**src/rtl/serial_mag_comparator_ctrl.sv**
```systemverilog
// -----------------------------------------------------------------------------
// serial_mag_comparator_ctrl
//
// Purpose:
//   Compares two WIDTH-bit unsigned operands one bit per clock, MSB first,
//   using a single 1-bit compare cell. Results are reported one-hot on
//   ans2 (A > B), ans1 (A == B) and ans0 (A < B) with a start/busy/done
//   handshake. This trades latency for area.
//
// Configuration macro:
//   SERIAL_CMP_EARLY_EXIT_EN - when defined, the compare finishes at the
//   first differing bit pair instead of always walking all WIDTH bits.
//   Results are identical either way; only latency changes.
//
// Parameters:
//   WIDTH  operand width in bits (>= 1), default 8
//
// Ports:
//   clk    in   single system clock, rising edge
//   rst    in   synchronous active-high reset
//   start  in   request a compare; sampled only when idle
//   a_in   in   operand A, latched on an accepted start
//   b_in   in   operand B, latched on an accepted start
//   busy   out  high from the accepted start through the done cycle
//   done   out  one-cycle pulse, results valid
//   ans2   out  A > B
//   ans1   out  A == B
//   ans0   out  A < B
// -----------------------------------------------------------------------------
module serial_mag_comparator_ctrl #(
    parameter int WIDTH = 8
) (
    input  logic             clk,
    input  logic             rst,
    input  logic             start,
    input  logic [WIDTH-1:0] a_in,
    input  logic [WIDTH-1:0] b_in,
    output logic             busy,
    output logic             done,
    output logic             ans2,
    output logic             ans1,
    output logic             ans0
);

    // Counter holds WIDTH-1 down to 0; keep at least one bit for WIDTH = 1.
    localparam int CW = (WIDTH > 1) ? $clog2(WIDTH) : 1;

    typedef enum logic [1:0] {
        IDLE = 2'd0,
        RUN  = 2'd1,
        DONE = 2'd2
    } state_t;

    state_t           state_q,   state_d;
    logic [WIDTH-1:0] a_sh_q,    a_sh_d;
    logic [WIDTH-1:0] b_sh_q,    b_sh_d;
    logic [CW-1:0]    cnt_q,     cnt_d;
    logic             decided_q, decided_d;
    logic             gt_res_q,  gt_res_d;
    logic             lt_res_q,  lt_res_d;
    logic             busy_q,    busy_d;
    logic             done_q,    done_d;
    logic             ans2_q,    ans2_d;
    logic             ans1_q,    ans1_d;
    logic             ans0_q,    ans0_d;

    // The 1-bit compare cell operating on the current MSB pair.
    logic bit_a, bit_b;
    logic bit_gt, bit_eq, bit_lt;

    assign bit_a  = a_sh_q[WIDTH-1];
    assign bit_b  = b_sh_q[WIDTH-1];
    assign bit_gt = bit_a & ~bit_b;
    assign bit_eq = bit_a ~^ bit_b;
    assign bit_lt = ~bit_a & bit_b;

    // Exit-edge bookkeeping.
    logic last_bit;
    logic exit_run;
    logic final_decided;
    logic final_gt;
    logic final_lt;

    always_comb begin
        state_d       = state_q;
        a_sh_d        = a_sh_q;
        b_sh_d        = b_sh_q;
        cnt_d         = cnt_q;
        decided_d     = decided_q;
        gt_res_d      = gt_res_q;
        lt_res_d      = lt_res_q;
        busy_d        = busy_q;
        done_d        = done_q;
        ans2_d        = ans2_q;
        ans1_d        = ans1_q;
        ans0_d        = ans0_q;

        last_bit      = (cnt_q == '0);
        // The current bit decides the compare if nothing earlier did.
        final_decided = decided_q | ~bit_eq;
        final_gt      = decided_q ? gt_res_q : bit_gt;
        final_lt      = decided_q ? lt_res_q : bit_lt;
`ifdef SERIAL_CMP_EARLY_EXIT_EN
        exit_run      = last_bit | (~decided_q & ~bit_eq);
`else
        exit_run      = last_bit;
`endif

        case (state_q)
            IDLE: begin
                if (start) begin
                    a_sh_d    = a_in;
                    b_sh_d    = b_in;
                    cnt_d     = CW'(WIDTH - 1);
                    decided_d = 1'b0;
                    gt_res_d  = 1'b0;
                    lt_res_d  = 1'b0;
                    ans2_d    = 1'b0;
                    ans1_d    = 1'b0;
                    ans0_d    = 1'b0;
                    busy_d    = 1'b1;
                    state_d   = RUN;
                end
            end

            RUN: begin
                a_sh_d = a_sh_q << 1;
                b_sh_d = b_sh_q << 1;
                // Hold at zero rather than wrapping after the last bit.
                if (!last_bit) begin
                    cnt_d = cnt_q - 1'b1;
                end
                // First differing pair freezes the result; later bits
                // cannot change it.
                if (!decided_q && !bit_eq) begin
                    decided_d = 1'b1;
                    gt_res_d  = bit_gt;
                    lt_res_d  = bit_lt;
                end
                if (exit_run) begin
                    ans2_d  = final_decided & final_gt;
                    ans0_d  = final_decided & final_lt;
                    ans1_d  = ~final_decided;
                    done_d  = 1'b1;
                    state_d = DONE;
                end
            end

            DONE: begin
                // Start is ignored here; one cycle of done then back to idle.
                done_d  = 1'b0;
                busy_d  = 1'b0;
                state_d = IDLE;
            end

            default: begin
                done_d  = 1'b0;
                busy_d  = 1'b0;
                state_d = IDLE;
            end
        endcase
    end

    always_ff @(posedge clk) begin
        if (rst) begin
            state_q   <= IDLE;
            a_sh_q    <= '0;
            b_sh_q    <= '0;
            cnt_q     <= '0;
            decided_q <= 1'b0;
            gt_res_q  <= 1'b0;
            lt_res_q  <= 1'b0;
            busy_q    <= 1'b0;
            done_q    <= 1'b0;
            ans2_q    <= 1'b0;
            ans1_q    <= 1'b0;
            ans0_q    <= 1'b0;
        end else begin
            state_q   <= state_d;
            a_sh_q    <= a_sh_d;
            b_sh_q    <= b_sh_d;
            cnt_q     <= cnt_d;
            decided_q <= decided_d;
            gt_res_q  <= gt_res_d;
            lt_res_q  <= lt_res_d;
            busy_q    <= busy_d;
            done_q    <= done_d;
            ans2_q    <= ans2_d;
            ans1_q    <= ans1_d;
            ans0_q    <= ans0_d;
        end
    end

    assign busy = busy_q;
    assign done = done_q;
    assign ans2 = ans2_q;
    assign ans1 = ans1_q;
    assign ans0 = ans0_q;

endmodule

```
**config.mk**
```make
export PLATFORM = sky130hd
export DESIGN_NAME = serial_mag_comparator_ctrl
export DESIGN_NICKNAME = d
export VERILOG_FILES = /design/src/rtl/serial_mag_comparator_ctrl.sv
export SDC_FILE = /design/constraint.sdc
export NUM_CORES = 1
export LEC_CHECK = 0
export ABC_AREA = 1
export CAP_MARGIN = 20
export CORE_AREA = 2 2 59 61
export CTS_CLUSTER_SIZE = 25
export DETAILED_ROUTE_END_ITERATION = 10
export DIE_AREA = 0 0 61 63
export PLACE_DENSITY = 0.68
export REMOVE_ABC_BUFFERS = 1
export SYNTH_ARGS = -nofsm -noshare
export SYNTH_HDL_FRONTEND = slang
export SYNTH_SLANG_ARGS = --single-unit
```
**constraint.sdc**
```tcl
create_clock -name clk -period 1.36 [get_ports clk]
set_clock_uncertainty 0.05 [all_clocks]
set_input_delay 0.272 -clock clk [delete_from_list [all_inputs] [get_ports clk]]
set_output_delay 0.272 -clock clk [all_outputs]
set_load 0.02 [all_outputs]
```
==> impl_metrics.ini <==
[timing]
slew_headroom_pct = 81.9
fin_ws_ns = 0.0428
period_share_pct = 96.9
hold_slack_ns = 0.412
timing.setup.tns_ns = 0
fmax_mhz = 759
fin_crit_ns = 1.32
worst_pin_slew_ns = 0.271
report.final.slew_viol_count = 0
hold_viol = 0
setup_viol = 0

[synthesis]
ys_ff_latch = 29
syn_area_um2 = 1390
synthAdderAreaFrac_pct = 3.60
synthMuxAreaShare_pct = 0
yosys_warnings = 0
ys_types = 18
syn_inst = 206
synth-compound-area-share_pct = 9.73
synthXorXnorAreaFrac_pct = 0
yosysSeqAreaShare_pct = 41.8
synth_top_family_by_area = simple AND/OR/NAND/NOR gates
syn-mean-instance-area_um2 = 6.74
yosys.area_share.simple_pct = 36.1

[layout]
syn2layout_area_growth_pct = 30.7
final_cells = 289
nFillCells = 334
drive_above_1_share_pct = 16.5
final_cell_mix = 63 x nand2_1, 40 x nor2_1, 26 x dfxtp_1
regArea_um2 = 584
final_common_cell = nand2_1
nNetsFinal = 265
diodes = 0
multiInputGateArea_um2 = 707

[die]
io_pins = 24
core_um2 = 3230
die-area_um2 = 3840
fp.dieW_um = 61
num_rows = 21
die_y_um = 63
start_util_pct = 43.0

[clock_tree]
clkSinkCount = 29
cts_tree = built
root_buffer = clkbuf_4
clk_pin_slew_ns = 0.09
clockBufferDepth = 2
clock_insertion_delay_worst_skew_ns = 0.34
cts-hold-fix-buffers = 0
cts_buffers = 5
post_cts_buffers = 0
htreeDepth = 2

[setup_path]
slowest_delay_ns = 0.35
worstPathCellList = clkdlybuf4s15_1
end_kind = primary output
path_class = flop to primary output
worstPathArrival_ns = 1.00
crit_required_ns = 1.04
slowest_stage = dfxtp_1
crit_fanout = 2
crit_family = flip-flops
start_kind = flop
worst-path-buf-inv = 1

[route]
drc = 0
viasPerCell = 4.56
first_iter_violations = 30
wl_per_cell_um = 9.82
postRouteAntennaNets = 0
drtPass1Iterations = 4
wirelength_mm = 2.84
vias = 1318

[global_route]
antenna_found_initial = 0
globalRouteTotalUtil_pct = 17.1
grt-ovfl-total = 0
grt_pass1_wl_mm = 4.85
grt_max_degree = 18
first_global_vias = 1139

[status]
status = finished clean

[place]
placed_cells = 281
gp_congestion = 0.772
place_hpwl_mm = 2.14
dp_slack_ns = -0.111
port_buffers = 23

[power_and_ir_drop]
total_leakage_power_nw = 0.856
vdd_drop_max_v = 0.000551
power_w = 0.00216
powerDensity_nw_per_um2 = 1190

[job]
drv_cap = 0

[worst_hold_path]
min_path_type = flop to flop
[registers in the layout (all words and copies together) (netlist names)]
register	cells
a_sh_q	8
ans0	1
ans1	1
ans2	1
b_sh_q	8
busy	1
cnt_q	3
decided_q	1
done	1
gt_res_q	1
lt_res_q	1
state_q	2
[metal layers]
layer / GRT usage [%] / wire length (um) / up-vias
met5: 0 / 0 / -
met4: 8.97 / 71 / 0
met3: 6.21 / 116 / 7
met2: 24.2 / 1280 / 25
met1: 22.4 / 1370 / 574
li1: - / - / 712
[synth_stat cells, drive strengths merged]
master / n / area share (%)
dfxtp: 29 / 42
clkbuf: 2 / 0.63
nand3: 7 / 2.5
ha: 4 / 3.6
nand2: 69 / 20
o21ai: 17 / 6.1
a22oi: 2 / 1.1
nor2: 43 / 12
a21oi: 7 / 2.5
nand4: 3 / 1.4
buf: 4 / 3.0
inv: 19 / 5.1
[kinds of logic (layout without fill, tap and decap cells)]
family | after synthesis | count (layout)
flip-flops | 29 | 29
AND/OR/NAND/NOR | 122 | 122
buffers and inverters | 25 | 62
AO/OA/AOI/OAI | 26 | 26
adder cells (fa/ha/maj) | 4 | 4
[power breakdown]
part           total (W)  internal (W)  switching (W)
clock network   0.000606      0.000299       0.000307
registers        0.00100      0.000944      0.0000585
logic           0.000551      0.000246       0.000305
total            0.00216       0.00149       0.000671
[final cells by class]
class                           instances  share of cell area (%)
Multi-Input combinational cell        152                    38.9
Sequential cell                        29                    32.2
Timing Repair Buffer                   35                    17.8
Inverter                               19                    4.07
Clock buffer                            7                    3.58
Tap cell                               46                    3.17
Clock inverter                          1                   0.276
[worst paths after layout]
check,slack [ns],depth (start not counted),end,from
min,0.41,2,a_sh_q[0],a_sh_q[0]
max reg2reg,0.13,6,gt_res_q,a_sh_q[7]
max,0.04,1,busy,busy
min reg2reg,0.41,2,a_sh_q[0],a_sh_q[0]
[worst reg2reg max path: stages (launching register included)]
cell	delay, ns
dfxtp_2	0.34
inv_1	0.04
ha_1	0.33
o21ai_2	0.14
nand2_2	0.09
nor2_1	0.10
nor2_1	0.05
[per-stage QoR]
stage	utilization (%)	instance area (um2)
after floorplan	-	1340
after global placement	53.5	1730
after detailed placement	53.5	1730
after CTS	55.6	1800
after global routing	56.2	1820
final	56.2	1820
[repair_timing]
action                     CTS  global route
resized for setup            8            18
pin swaps                    0             1
setup endpoints to repair    5            12
(Power assumes the default switching activity.)
